$ cat config.mk
export PLATFORM = sky130hd
export DESIGN_NAME = varredura_teclado
export DESIGN_NICKNAME = d
export VERILOG_FILES = /design/src/rtl/varredura_pkg.sv /design/src/rtl/varredura_teclado_sincronizador.sv /design/src/rtl/varredura_teclado.sv
export SDC_FILE = /design/constraint.sdc
export NUM_CORES = 1
export LEC_CHECK = 0
export BUFFER_PORTS_ARGS = -buffer_cell sky130_fd_sc_hd__buf_2
export CAP_MARGIN = 20
export CORE_AREA = 2 2 83 77
export CTS_CLUSTER_DIAMETER = 40
export DETAILED_ROUTE_END_ITERATION = 16
export DIE_AREA = 0 0 85 79
export SYNTH_ARGS = -nofsm -noshare
export SYNTH_HDL_FRONTEND = slang
export SYNTH_SLANG_ARGS = --single-unit
$ cat constraint.sdc
create_clock -name clk -period 5.52 [get_ports clk]
set_input_delay 0 -clock clk [delete_from_list [all_inputs] [get_ports clk]]
set_output_delay 0 -clock clk [all_outputs]
set_load 0.05 [all_outputs]
$ cat src/rtl/varredura_pkg.sv
// Shared definitions for the 4x4 keypad scanner: FSM states and idle line patterns.
package varredura_pkg;

  typedef enum logic [1:0] {
    VARRE       = 2'd0,
    DEBOUNCE    = 2'd1,
    PRESSIONADA = 2'd2,
    SOLTURA     = 2'd3
  } estado_t;

  localparam logic [3:0] COL_RESET  = 4'b1110;
  localparam logic [3:0] LINHA_IDLE = 4'b1111;

  // Lowest-numbered active-low row wins when several rows are closed.
  function automatic logic [1:0] menor_linha(input logic [3:0] l);
    if (!l[0])      return 2'd0;
    else if (!l[1]) return 2'd1;
    else if (!l[2]) return 2'd2;
    return 2'd3;
  endfunction

endpackage

$ cat src/rtl/varredura_teclado_sincronizador.sv
// Two-flop synchronizer for asynchronous inputs; resets to a configurable idle value.
module sincronizador #(
  parameter int         W       = 4,
  parameter logic [W-1:0] RST_VAL = '1
) (
  input  logic         clk,
  input  logic         rst_n,
  input  logic [W-1:0] i_d,
  output logic [W-1:0] o_q
);

  logic [W-1:0] r_s1;
  logic [W-1:0] r_s2;

  always_ff @(posedge clk or negedge rst_n) begin
    if (!rst_n) begin
      r_s1 <= RST_VAL;
      r_s2 <= RST_VAL;
    end else begin
      r_s1 <= i_d;
      r_s2 <= r_s1;
    end
  end

  assign o_q = r_s2;

endmodule

$ cat src/rtl/varredura_teclado.sv
// 4x4 keypad scanner: column scan, press/release debounce, one pulse per accepted press.
module varredura_teclado
  import varredura_pkg::*;
#(
  parameter int SCAN_CYCLES     = 4,
  parameter int DEBOUNCE_CYCLES = 8
) (
  input  logic       clk,
  input  logic       rst_n,
  input  logic [3:0] linha_in,
  output logic [3:0] coluna_out,
  output logic [3:0] tecla,
  output logic       tecla_valida,
  output logic       tecla_pressionada
);

  localparam logic [7:0]  DWELL_LAST = 8'(SCAN_CYCLES - 1);
  localparam logic [15:0] DEB_LAST   = 16'(DEBOUNCE_CYCLES - 1);

  logic [3:0] w_linha_s;

  estado_t    r_estado;
  logic [1:0] r_col;
  logic [3:0] r_coluna;
  logic [7:0] r_dwell;
  logic [15:0] r_deb;
  logic [3:0] r_cap;
  logic [1:0] r_lin;
  logic [3:0] r_tecla;
  logic       r_valida;
  logic       r_press;

  sincronizador #(.W(4), .RST_VAL(LINHA_IDLE)) u_sync (
    .clk   (clk),
    .rst_n (rst_n),
    .i_d   (linha_in),
    .o_q   (w_linha_s)
  );

  always_ff @(posedge clk or negedge rst_n) begin
    if (!rst_n) begin
      r_estado <= VARRE;
      r_col    <= 2'd0;
      r_coluna <= COL_RESET;
      r_dwell  <= 8'd0;
      r_deb    <= 16'd0;
      r_cap    <= LINHA_IDLE;
      r_lin    <= 2'd0;
      r_tecla  <= 4'h0;
      r_valida <= 1'b0;
      r_press  <= 1'b0;
    end else begin
      r_valida <= 1'b0;
      case (r_estado)
        VARRE: begin
          if (r_dwell == DWELL_LAST) begin
            r_dwell <= 8'd0;
            if (w_linha_s != LINHA_IDLE) begin
              // Column is held; the captured pattern must stay stable to be accepted.
              r_cap    <= w_linha_s;
              r_lin    <= menor_linha(w_linha_s);
              r_deb    <= 16'd0;
              r_estado <= DEBOUNCE;
            end else begin
              r_col    <= r_col + 2'd1;
              r_coluna <= {r_coluna[2:0], r_coluna[3]};
            end
          end else begin
            r_dwell <= r_dwell + 8'd1;
          end
        end
        DEBOUNCE: begin
          if (w_linha_s != r_cap) begin
            r_estado <= VARRE;
            r_dwell  <= 8'd0;
            r_deb    <= 16'd0;
          end else if (r_deb == DEB_LAST) begin
            r_tecla  <= {r_lin, r_col};
            r_valida <= 1'b1;
            r_press  <= 1'b1;
            r_deb    <= 16'd0;
            r_estado <= PRESSIONADA;
          end else begin
            r_deb <= r_deb + 16'd1;
          end
        end
        PRESSIONADA: begin
          if (w_linha_s == LINHA_IDLE) begin
            r_deb    <= 16'd0;
            r_estado <= SOLTURA;
          end
        end
        SOLTURA: begin
          if (w_linha_s != LINHA_IDLE) begin
            r_deb    <= 16'd0;
            r_estado <= PRESSIONADA;
          end else if (r_deb == DEB_LAST) begin
            r_press  <= 1'b0;
            r_deb    <= 16'd0;
            r_dwell  <= 8'd0;
            r_col    <= r_col + 2'd1;
            r_coluna <= {r_coluna[2:0], r_coluna[3]};
            r_estado <= VARRE;
          end else begin
            r_deb <= r_deb + 16'd1;
          end
        end
        default: r_estado <= VARRE;
      endcase
    end
  end

  assign coluna_out        = r_coluna;
  assign tecla             = r_tecla;
  assign tecla_valida      = r_valida;
  assign tecla_pressionada = r_press;

endmodule

Word-level counts from Yosys, hierarchy flattened
Cells that the tools add are included.
{"block": "totals", "wordCells": 94, "register_bits": 52, "out_inout_bits": 10}
{"block": "op_classes", "add_sub_neg": 3, "n_reduce_logical": 11, "n_eq_ne": 19, "mux": 48, "bitwise_logic": 1}
{"cell": "16-bit 2-to-1 mux", "n": 6}
{"cell": "16-bit one-hot mux with 4 select lines", "n": 1}
{"cell": "8-bit 2-to-1 mux", "n": 4}
{"cell": "2-bit 2-to-1 mux", "n": 15}
{"cell": "8-bit one-hot mux with 3 select lines", "n": 1}
{"cell": "2-bit inequality test, second input constant", "n": 9}
{"cell": "16-bit by 1-bit adder with 16-bit output, second input constant", "n": 1}
{"cell": "16-bit by 3-bit == test with 1-bit output, second input constant", "n": 1}
{"cell": "4-bit 2-to-1 mux", "n": 4}
{"cell": "5-bit AND reduction", "n": 3}
{"cell": "1-bit 2-to-1 mux", "n": 13}
{"cell": "3-bit AND reduction", "n": 3}
{"cell": "8-bit by 1-bit adder with 8-bit output, second input constant", "n": 1}
{"cell": "8-bit by 2-bit == test with 1-bit output, second input constant", "n": 1}
{"cell": "2-bit one-hot mux with 4 select lines", "n": 1}
{"cell": "4-bit one-hot mux with 2 select lines", "n": 1}
{"cell": "3-bit inequality test, second input constant", "n": 2}
{"cell": "2-bit == test, second input constant", "n": 2}
{"cell": "4-bit == test, second input constant", "n": 1}
{"cell": "4-bit inequality test", "n": 1}
{"cell": "4-bit inequality test, second input constant", "n": 1}
{"cell": "2-bit one-hot mux with 2 select lines", "n": 1}
{"cell": "4-bit AND reduction", "n": 1}
{"cell": "2-bit nonzero test", "n": 2}
{"cell": "other kinds (6)", "n": 6}

Depth between registers and ports, before layout
{"block": "logic_depth", "word_depth": 7, "mapped_depth": 7}

Hierarchy
A second synthesis with hierarchy kept.
{"block": "unflattened", "hier_cells": 226, "area_unflattened_um2": 2469.9}
{"module": "varredura_teclado", "cells_each": 218, "n_inst": 1, "area_per_inst_um2": 2259.7}
{"module": "sincronizador", "cells_each": 8, "n_inst": 1, "area_per_inst_um2": 210.2}

Least setup slack after synthesis
No wires, ideal clock.
{"block": "synth_path", "path_type": "reg-to-reg", "start": "register r_deb[0]", "end": "register r_tecla[0] (netlist: tecla[0])", "stages_incl_launch_ff": 6, "path_slack_ns": 3.527, "t_arrival_ns": 1.868, "synth_period_minus_slack_ns": 1.993, "setup_time_ns": 0.125, "n_path_buf": 0, "cell_sequence": "dfrtp_1 -> ha_1 -> nor4bb_1 -> nand4_1 -> nor3_2 -> mux2_2"}
{"block": "synth_between", "elab_chain_cells": 2}
{"item": "start, declared", "line": "varredura_teclado.sv:26", "text": "logic [15:0] r_deb;"}
{"item": "start signal, assigned", "line": "varredura_teclado.sv:84", "text": "r_deb <= r_deb + 16'd1;"}
{"item": "start signal, assigned", "line": "varredura_teclado.sv:105", "text": "r_deb <= r_deb + 16'd1;"}
{"item": "16-bit by 3-bit == test with 1-bit output", "line": "varredura_teclado.sv:77", "text": "end else if (r_deb == DEB_LAST) begin"}
{"item": "3-bit AND reduction (no line)"}
{"item": "end signal, assigned", "line": "varredura_teclado.sv:78", "text": "r_tecla <= {r_lin, r_col};"}
{"item": "end, declared", "line": "varredura_teclado.sv:29", "text": "logic [3:0] r_tecla;"}
Every way passes these cells.
A chain may end at the register's enable or synchronous reset.

Final worst setup path
Ends and elaborated chain as after synthesis.

==> summary.txt <==
outcome: finished, final reports clean
number of synthesized flops with an enable pin: 0
Reg clk slew, reported paths: 0.11 ns
P per Cell Area: 344 nW/um^2
Clock Sinks: 52
Die Y: 79 microns
Avg Synthesized Cell Area: 10.7 sq um
vias in the first global route: 1713
clk_skew: 0.0146 ns
initial core utilization: 42.1%
leakage: 1.18 nW
Synth-to-Final Area Change: 11.5%
Critical Path Fanout Max: 6
CTS tree: built
Post-DP Area: 2630 sq um
crit path time final: 2.27 ns
final cell count without fillers: 326
CTS buffer count: 5
Post-DP HPWL: 3100 microns
#FFs+latches synth: 52
I/O pins: 16
Post-Syn Area: 2490 sq um
H-tree levels: 2
die area: 6720 sq um
antenna cells: 0
row count: 27
Final Max Tran Viols: 0
CP max-delay cell: nor3_2
GRT Overall Usage: 15.0%
antenna violations before repair: 0
cts repair resizes: 0
Antenna Nets Post-Route: 0
Routed WL per cell: 13.7 microns
CTS Hold Bufs: 5
final routed DRC violation total: 0
gpl congestion: 0.843
number of buffers added on ports: 15
Root Driver: clkbuf_8
cells after synthesis: 232
Post-Syn Nets: 240
Ys Warns: 0
Die Wd: 85 microns
Clock Path Buffers: 2
Post-Route WL: 4470 microns
crit path kind: flip-flop to flip-flop
Post-CTS Setup Inserts: 0
RSZ-0062 raised after global routing: false
period utilization: 41.1%
peak supply drop: 0.202 mV
setup violators final: 0
grt met2 use: 21.9%
first-pass GRT wire length: 8130 microns
final hold viol count: 0
largest net degree at the start of global routing: 53
dominant register cell in the synthesized netlist: dfrtp_1
Yosys cell types: 48
Worst EP arrival: 2.48 ns
vias post-DR: 1757
TNS Setup: 0 ns
leading area contributor after synthesis: dfrtp_1
DR vias/cell: 5.39
fraction of final layout cells sized beyond drive strength 1: 22.8%
Hold WC Path Type: input port to asynchronous set/reset pin
# nets final: 261
CP Capture Type: flip-flop
Congestion Overflow GR: 0
worst-margin pin slew: 0.839 ns
placed insts: 313
max_cap viols: 0
Finished Cell Area: 2770 sq um
slew margin rel.: 43.9%
ys async rst share: 100%
grt met1 use: 22.6%
met3 global-route usage: 3.12%
crit path launch type: flip-flop
Fmax achieved: 440 MHz
Yosys top cell area share: 37.2%
Pre-antenna DRT Iters: 4
grt peak-use layer: met1
final hold slack: 0.308 ns
top post-synthesis cells by area: dfrtp_1 (37%), dfstp_2 (16%), nand3_1 (3.4%)
Worst Reg-to-Reg Cells: 5
CP cell instances: ha_1 > nor4bb_1 > nand4_1 > nor3_2 > mux2_2
Seq/Total Area, Yosys: 53.1%
initial DRC count: 100
Skew-Pair Late Insertion Delay: 0.31 ns
core area: 5910 sq um
Required @ worst endpoint: 5.73 ns
slowest stage delay, CP: 0.47 ns
## power by group
group	internal, mW	switching, mW	leakage [nW]
Sequential	0.443	0.0455	0.664
Combinational	0.101	0.139	0.468
Clock	0.0932	0.132	0.0463
Total	0.637	0.317	1.18
## layout by cell type (no fill, tap or decap), types with 2 or more instances in the layout
master	count
dfrtp_1	37
dfstp_2	15
o21a_1	2
nor2_1	15
or2_2	2
nand4_1	6
buf_4	2
mux2i_1	3
mux2_1	4
nor4_1	2
clkbuf_8	5
and3_1	4
a31oi_1	7
and4_1	2
buf_2	15
a221o_1	4
nor3_1	7
a41oi_1	2
xnor2_1	7
a21oi_1	9
nand3_1	17
o2bb2ai_1	3
xor2_1	4
a22o_1	4
nand2_1	21
inv_1	6
dlygate4sd3_1	5
o21ai_0	14
ha_1	2
mux2_2	7
## path summary, 6_finish.rpt
path | from | to | slack [ns]
setup / recovery | r_deb[0]$_DFFE_PN0P_ | tecla[0]$_DFFE_PN0P_ | 3.25
hold / removal | rst_n | tecla_valida$_DFF_PN0_ | 0.31
setup reg to reg | r_deb[0]$_DFFE_PN0P_ | tecla[0]$_DFFE_PN0P_ | 3.25
hold reg to reg | u_sync.r_s1[1]$_DFF_PN1_ | u_sync.o_q[1]$_DFF_PN1_ | 0.36
max in group asynchronous | rst_n | r_deb[3]$_DFFE_PN0P_ | 4.76
min in group clk | linha_in[3] | u_sync.r_s1[3]$_DFF_PN1_ | 0.33
## cell families (layout without fill, tap and decap cells)
logic type,Yosys count,count (layout),share of synthesized area (%)
xor+xnor,11,11,3.88
mux,14,14,6.19
compound gates,51,51,14.1
flops,52,52,53.1
simple gates,88,88,19.2
buf+inv,14,36,2.52
fa+ha+maj,2,2,1.01
## cell type report
class / count / area, sq um
clock inverter: 3 / 27.5
timing repair buffer: 22 / 140
multi-input combinational: 166 / 1100
fill: 534 / 3140
tap: 72 / 90.1
clock buffer: 5 / 68.8
sequential: 52 / 1320
inverter: 6 / 22.5
## sequential cells by signal (all words and copies together) (netlist names), 4 cells and up
name / flops
r_dwell: 8
coluna_out: 4
u_sync.o_q: 4
u_sync.r_s1: 4
r_cap: 4
r_deb: 16
tecla: 4
## per-layer routing
metal | wire length [microns] | share of wire (%)
met5 | 0 | 0
met2 | 1930 | 43
met1 | 2380 | 53
met3 | 111 | 2.5
met4 | 52 | 1.2
## synth_stat cells (all sizes together) (2+ instances only)
cell type / n
dfrtp: 37
nand2: 21
nand3: 19
dfstp: 15
nor2: 15
o21ai: 15
mux2: 11
a21oi: 9
nor3: 9
a31oi: 8
xnor2: 7
clkbuf: 6
inv: 6
nand4: 6
a221o: 4
a22o: 4
and3: 4
xor2: 4
mux2i: 3
o2bb2ai: 3
a41oi: 2
and2: 2
and4: 2
buf: 2
ha: 2
nor4: 2
o21a: 2
or2: 2
## stage by stage
| step | util [%] | setup slack (ns) | power, mW |
|---|---|---|---|
| finish | 46.9 | 3.25 | 0.954 |
| global route | 46.9 | 3.05 | 1.02 |
| CTS | 46.9 | 3.23 | 0.969 |
| detailed placement | 44.4 | 3.22 | 0.733 |
| global placement | 44.4 | 3.28 | 0.731 |
| floorplan | - | 3.53 | 0.682 |
## worst max-delay path, delay by kind of cell (launching register included)
family                     cells  cell delay, ns
and+or+nand+nor                3            1.15
DFF                            1            0.41
muxes                          1            0.38
adders and majority gates      1            0.24
No activity file was read; power rests on OpenSTA's default activity.
